[src/rtl/id_ex_stage_pkg.sv]
// Shared encodings for the ID/EX pipeline stage: ALU op codes, result-source
// codes, forwarding select codes and register index width.
package id_ex_stage_pkg;

    localparam int REG_IDX_W = 5;

    typedef enum logic [2:0] {
        ALU_ADD = 3'b000,
        ALU_SUB = 3'b001,
        ALU_AND = 3'b010,
        ALU_OR  = 3'b011,
        ALU_SLT = 3'b101
    } alu_op_e;

    typedef enum logic [1:0] {
        RES_ALU  = 2'b00,
        RES_LOAD = 2'b01,
        RES_PC4  = 2'b10
    } result_src_e;

    typedef enum logic [1:0] {
        FWD_NONE = 2'b00,
        FWD_WB   = 2'b01,
        FWD_MEM  = 2'b10
    } fwd_sel_e;

    // x0 is hardwired to zero, so a write to it must never be forwarded.
    function automatic logic fwd_hit(input logic                 reg_write,
                                     input logic [REG_IDX_W-1:0] rd,
                                     input logic [REG_IDX_W-1:0] rs);
        return reg_write && (rd != '0) && (rd == rs);
    endfunction

endpackage

[src/rtl/id_ex_stage_forward_unit.sv]
// Operand forwarding select: memory stage wins over writeback when both
// hold the register an execute-stage source needs.
module forward_unit
    import id_ex_stage_pkg::*;
(
    input  logic [REG_IDX_W-1:0] Rs1_E,
    input  logic [REG_IDX_W-1:0] Rs2_E,
    input  logic [REG_IDX_W-1:0] Rd_M,
    input  logic [REG_IDX_W-1:0] Rd_W,
    input  logic                 RegWrite_M,
    input  logic                 RegWrite_W,
    output logic [1:0]           ForwardA,
    output logic [1:0]           ForwardB
);

    always_comb begin
        ForwardA = FWD_NONE;
        if (fwd_hit(RegWrite_M, Rd_M, Rs1_E))
            ForwardA = FWD_MEM;
        else if (fwd_hit(RegWrite_W, Rd_W, Rs1_E))
            ForwardA = FWD_WB;
    end

    always_comb begin
        ForwardB = FWD_NONE;
        if (fwd_hit(RegWrite_M, Rd_M, Rs2_E))
            ForwardB = FWD_MEM;
        else if (fwd_hit(RegWrite_W, Rd_W, Rs2_E))
            ForwardB = FWD_WB;
    end

endmodule

[src/rtl/id_ex_stage.sv]
// ID/EX pipeline register with operand forwarding muxes and load-use hazard
// detection. Flush inserts a bubble and takes priority over stall.
module id_ex_stage
    import id_ex_stage_pkg::*;
#(
    parameter int width = 32
) (
    input  logic                 clk,
    input  logic                 rst_n,
    input  logic                 stall,
    input  logic                 flush,
    input  logic                 valid_D,
    input  logic [width-1:0]     RD1_D,
    input  logic [width-1:0]     RD2_D,
    input  logic [width-1:0]     ImmExt_D,
    input  logic [REG_IDX_W-1:0] Rs1_D,
    input  logic [REG_IDX_W-1:0] Rs2_D,
    input  logic [REG_IDX_W-1:0] Rd_D,
    input  logic                 AluSrc_D,
    input  logic [2:0]           AluControl_D,
    input  logic                 RegWrite_D,
    input  logic                 MemWrite_D,
    input  logic [1:0]           ResultSrc_D,
    input  logic [width-1:0]     ALUResult_M,
    input  logic [REG_IDX_W-1:0] Rd_M,
    input  logic                 RegWrite_M,
    input  logic [width-1:0]     Result_W,
    input  logic [REG_IDX_W-1:0] Rd_W,
    input  logic                 RegWrite_W,
    output logic [width-1:0]     SrcA_E,
    output logic [width-1:0]     SrcB_E,
    output logic [2:0]           AluControl_E,
    output logic [width-1:0]     WriteData_E,
    output logic [REG_IDX_W-1:0] Rd_E,
    output logic                 RegWrite_E,
    output logic                 MemWrite_E,
    output logic                 valid_E,
    output logic [1:0]           ResultSrc_E,
    output logic                 lwStall
);

    logic [width-1:0]     r_rd1;
    logic [width-1:0]     r_rd2;
    logic [width-1:0]     r_imm;
    logic [REG_IDX_W-1:0] r_rs1;
    logic [REG_IDX_W-1:0] r_rs2;
    logic [REG_IDX_W-1:0] r_rd;
    logic                 r_alu_src;
    logic [2:0]           r_alu_ctrl;
    logic                 r_reg_write;
    logic                 r_mem_write;
    logic [1:0]           r_result_src;
    logic                 r_valid;

    logic [1:0]           w_fwd_a;
    logic [1:0]           w_fwd_b;
    logic [width-1:0]     w_src_a;
    logic [width-1:0]     w_rs2_val;

    always_ff @(posedge clk or negedge rst_n) begin
        if (!rst_n) begin
            r_rd1        <= '0;
            r_rd2        <= '0;
            r_imm        <= '0;
            r_rs1        <= '0;
            r_rs2        <= '0;
            r_rd         <= '0;
            r_alu_src    <= 1'b0;
            r_alu_ctrl   <= '0;
            r_reg_write  <= 1'b0;
            r_mem_write  <= 1'b0;
            r_result_src <= '0;
            r_valid      <= 1'b0;
        end else if (flush) begin
            r_rd1        <= '0;
            r_rd2        <= '0;
            r_imm        <= '0;
            r_rs1        <= '0;
            r_rs2        <= '0;
            r_rd         <= '0;
            r_alu_src    <= 1'b0;
            r_alu_ctrl   <= '0;
            r_reg_write  <= 1'b0;
            r_mem_write  <= 1'b0;
            r_result_src <= '0;
            r_valid      <= 1'b0;
        end else if (!stall) begin
            r_rd1        <= RD1_D;
            r_rd2        <= RD2_D;
            r_imm        <= ImmExt_D;
            r_rs1        <= Rs1_D;
            r_rs2        <= Rs2_D;
            r_rd         <= Rd_D;
            r_alu_src    <= AluSrc_D;
            r_alu_ctrl   <= AluControl_D;
            r_reg_write  <= RegWrite_D;
            r_mem_write  <= MemWrite_D;
            r_result_src <= ResultSrc_D;
            r_valid      <= valid_D;
        end
    end

    forward_unit u_forward_unit (
        .Rs1_E      (r_rs1),
        .Rs2_E      (r_rs2),
        .Rd_M       (Rd_M),
        .Rd_W       (Rd_W),
        .RegWrite_M (RegWrite_M),
        .RegWrite_W (RegWrite_W),
        .ForwardA   (w_fwd_a),
        .ForwardB   (w_fwd_b)
    );

    // Select code 11 cannot occur; it falls back to the registered operand.
    always_comb begin
        w_src_a = r_rd1;
        case (w_fwd_a)
            FWD_WB:  w_src_a = Result_W;
            FWD_MEM: w_src_a = ALUResult_M;
            default: w_src_a = r_rd1;
        endcase
    end

    always_comb begin
        w_rs2_val = r_rd2;
        case (w_fwd_b)
            FWD_WB:  w_rs2_val = Result_W;
            FWD_MEM: w_rs2_val = ALUResult_M;
            default: w_rs2_val = r_rd2;
        endcase
    end

    assign SrcA_E       = w_src_a;
    assign WriteData_E  = w_rs2_val;
    assign SrcB_E       = r_alu_src ? r_imm : w_rs2_val;
    assign AluControl_E = r_alu_ctrl;
    assign Rd_E         = r_rd;
    assign RegWrite_E   = r_reg_write;
    assign MemWrite_E   = r_mem_write;
    assign valid_E      = r_valid;
    assign ResultSrc_E  = r_result_src;

    // Only reported upstream; the hazard controller does the stall/flush.
    assign lwStall = r_valid && valid_D && (r_result_src == RES_LOAD) &&
                     (r_rd != '0) && ((r_rd == Rs1_D) || (r_rd == Rs2_D));

endmodule

[config.mk]
export PLATFORM = sky130hd
export DESIGN_NAME = id_ex_stage
export DESIGN_NICKNAME = d
export VERILOG_FILES = /design/src/rtl/id_ex_stage_pkg.sv /design/src/rtl/id_ex_stage_forward_unit.sv /design/src/rtl/id_ex_stage.sv
export SDC_FILE = /design/constraint.sdc
export NUM_CORES = 1
export LEC_CHECK = 0
export BUFFER_PORTS_ARGS = -buffer_cell sky130_fd_sc_hd__clkbuf_2
export CORE_MARGIN = 2
export CORE_UTILIZATION = 52
export DETAILED_ROUTE_END_ITERATION = 8
export GPL_TIMING_DRIVEN = 0
export PLACE_DENSITY_LB_ADDON = 0.3
export REMOVE_ABC_BUFFERS = 1
export SYNTH_ARGS = -nofsm -noshare
export SYNTH_HDL_FRONTEND = slang
export SYNTH_HIERARCHICAL = 1
export SYNTH_SLANG_ARGS = --single-unit
[constraint.sdc]
create_clock -name clk -period 4.2 [get_ports clk]
set_clock_uncertainty 0.05 [all_clocks]
set_input_delay 0.42 -clock clk [delete_from_list [all_inputs] [get_ports clk]]
set_output_delay 0.42 -clock clk [all_outputs]
set_load 0.1 [all_outputs]
==> results.json <==
{
  "run_status": "finished clean",
  "synth-edff-count": 0,
  "flow.area_growth_from_synthesis_pct": 31.75,
  "rows": 42,
  "dieArea_um2": 14720,
  "netlist_top_cells_count": "nor2_1 (122), dfrtp_1 (120), mux2i_1 (120), nand2_1 (66), a22oi_1 (34)",
  "place_congestion": 0.8215,
  "dp_hpwl_um": 14650,
  "r2r_end": "r_alu_src",
  "maxSlewHeadroom_pct": 34.77,
  "synth-seq-area-share_pct": 41.94,
  "synth_top_area_share_pct": 41.94,
  "tns_ps": 0,
  "drv_cap": 0,
  "hp-class": "input pin to register",
  "path_max_fanout": 32,
  "synth_cells": 701,
  "r2r_slack_ps": 2780,
  "cts_tree": "done",
  "final-hold-violation-count": 0,
  "pin_count": 310,
  "drt_iter0_drc": 436,
  "rsz0062_at_grt": "yes",
  "finish.net_count": 1184,
  "synth_area_leaders": "dfrtp_1 (42%), mux2i_1 (17%), nor2_1 (6.4%)",
  "grt_pass1_wl_um": 33240,
  "vias": 6460,
  "cp-end-kind": "output pin",
  "cts.clk_slew.worst_paths_ps": 50,
  "routedWlPerCell_um": 18.67,
  "drv_slew": 0,
  "h-tree-depth": 4,
  "max_freq_mhz": 241.4,
  "leakage_nw": 4.801,
  "ys_types": 27,
  "reg2reg_depth": 2,
  "grt_max_degree": 91,
  "die_x_um": 121.3,
  "drive_gt1_share_pct": 45.21,
  "yosys.area.top_type": "dfrtp_1",
  "clock_sinks": 120,
  "drc_errors": 0,
  "startpoint": "r_rs1[0]",
  "synth-main-ff-cell": "dfrtp_1",
  "finalCriticalPeriod_ps": 4142,
  "arrival_ps": 3670,
  "cts-root-buf": "clkbuf_16",
  "hold_ws_ps": 195.8,
  "drtPass1Iterations": 5,
  "regToRegStartpoint": "r_alu_src",
  "grt_overflow": 0,
  "setup_viol": 0,
  "avgSynthCellArea_um2": 10.21,
  "fp.dieH_um": 121.3,
  "cts_made_buffers": 17,
  "port_buffers": 309,
  "initial_core_util_pct": 53.65,
  "antenna-diode-count": 0,
  "antenna_found_initial": 0,
  "totalWireLength_um": 21790,
  "synth_seq_cells": 120,
  "coreArea_um2": 13350,
  "clk_path_buf_depth": 2,
  "grt_pass1_vias": 6387,
  "ys_warn_count": 6,
  "critPathCapture": "SrcA_E[10]",
  "vias_per_cell": 5.536,
  "crit_path_start_kind": "register",
  "period_share_pct": 98.61,
  "synthMostInstantiatedCell": "nor2_1",
  "clk_latency_ps": 410,
  "required_ps": 3730,
  "synth.cell_area_um2": 7161,
  "peakVddDrop_mv": 0.2884,
  "tightestPinTransition_ps": 969.6,
  "ant_nets": 0,
  "grt_usage_pct": 29.39,
  "ys_async_sr_fraction_pct": 100.0,
  "crit_type": "register to output pin",
  "powerDensity_nw_per_um2": 404.3
}
==> worst max-delay path: stages, from the launching register on <==
cell	delay [ps]
dfrtp_1	430
xnor2_1	170
nand3_1	110
nor4_1	750
nor4_2	190
inv_1	190
ha_4	460
a22oi_1	170
o21ai_0	270
clkbuf_2	510
==> cell type report <==
class,count,area [µm²]
clock inverters,9,122.6
inverters,4,15.01
multi-input cells,520,3832
repair buffers,317,1759
fillers,1026,3914
clock buffers,21,480.5
flip-flops and latches,120,3004
well taps,176,220.2
==> per-layer routing <==
layer | share of wire (%) | up-vias | track usage [%]
li1 | - | 3023 | -
met1 | 39 | 3085 | 34.32
met3 | 8.2 | 44 | 8.083
met5 | 0 | - | 0
met4 | 2.9 | 0 | 12.57
met2 | 50 | 308 | 50.67
==> state kept, by name, indices dropped and copies added (netlist names) <==
signal	flops
r_imm	32
r_rd1	32
r_rd2	32
Rd_E	5
r_rs1	5
r_rs2	5
AluControl_E	3
ResultSrc_E	2
MemWrite_E	1
RegWrite_E	1
r_alu_src	1
valid_E	1
==> worst min-delay path by stage <==
| stage | to | cells past startpoint | from |
|---|---|---|---|
| 6_report | r_imm[27] | 3 | ImmExt_D[27] |
| 5_1_grt | r_rd1[25] | 3 | RD1_D[25] |
| 4_1_cts | Rd_E[2] | 3 | Rd_D[2] |
| 3_5_place_dp | r_rs1[0] | 1 | rst_n |
| 3_3_place_gp | r_imm[5] | 2 | r_imm[5] |
| 2_1_floorplan | AluControl_E[0] | 0 | rst_n |
==> timing repair <==
action / in CTS / in global routing
setup endpoints to repair: 64 / 60
pin swaps: 1 / 2
hold endpoints to repair: 30 / 0
hold buffers: 1 / 0
gates resized for setup: 2 / 7
setup buffers: 1 / 1
==> where the power goes <==
part           internal [W]  total [W]  switching (W)
logic              0.000267    0.00106       0.000792
clock network      0.000983    0.00148       0.000497
registers           0.00122    0.00128      0.0000525
total               0.00247    0.00381        0.00134
==> stage by stage <==
step,worst slack [ps],cell area (µm²),power (W),util [%],std cells
6_report,58.30,9434,0.003814,70.68,1167
4_1_cts,10.87,9370,0.003830,70.20,1166
3_5_place_dp,-336.8,8725,0.002337,65.36,1134
2_1_floorplan,-2265,6782,0.002022,-,644
3_3_place_gp,-1536,8548,0.002333,64.04,1129
5_1_grt,-90.83,9434,0.003946,70.68,1167
==> cells by family (layout without fill, tap and decap cells) <==
group	Yosys count	count (layout)	share of synthesized area, %
XOR/XNOR	30	30	3.669
AND/OR/NAND/NOR	204	204	11.20
flip-flops	120	120	41.94
adder cells (fa/ha/maj)	4	4	0.6990
buffers and inverters	61	351	5.504
AO/OA/AOI/OAI	130	130	15.18
multiplexers	152	152	21.81
==> placed cells by master, fill, tap and decap left out <==
| cell | count |
|---|---|
| inv_1 | 4 |
| buf_2 | 1 |
| o21ai_1 | 1 |
| clkbuf_4 | 2 |
| clkbuf_8 | 6 |
| mux2_2 | 32 |
| o21ai_2 | 31 |
| buf_8 | 1 |
| clkbuf_16 | 17 |
| bufinv_16 | 3 |
| clkinvlp_4 | 1 |
| nor2_1 | 122 |
| nor3_1 | 3 |
| clkbuf_2 | 304 |
| nand3_1 | 4 |
| or4_1 | 2 |
| buf_16 | 6 |
| o21ai_0 | 33 |
| xor2_1 | 10 |
| mux2i_1 | 120 |
| dfrtp_2 | 1 |
| a221oi_2 | 1 |
| ha_4 | 4 |
| nor4_2 | 3 |
| nor4_1 | 1 |
| nand2_1 | 66 |
| xnor2_1 | 20 |
| nand4_1 | 2 |
| a22oi_1 | 34 |
| nand4b_1 | 1 |
| dfrtp_1 | 119 |
| dlygate4sd3_1 | 1 |
| clkinv_2 | 5 |
| a22oi_2 | 30 |
(Power assumes the default switching activity.)
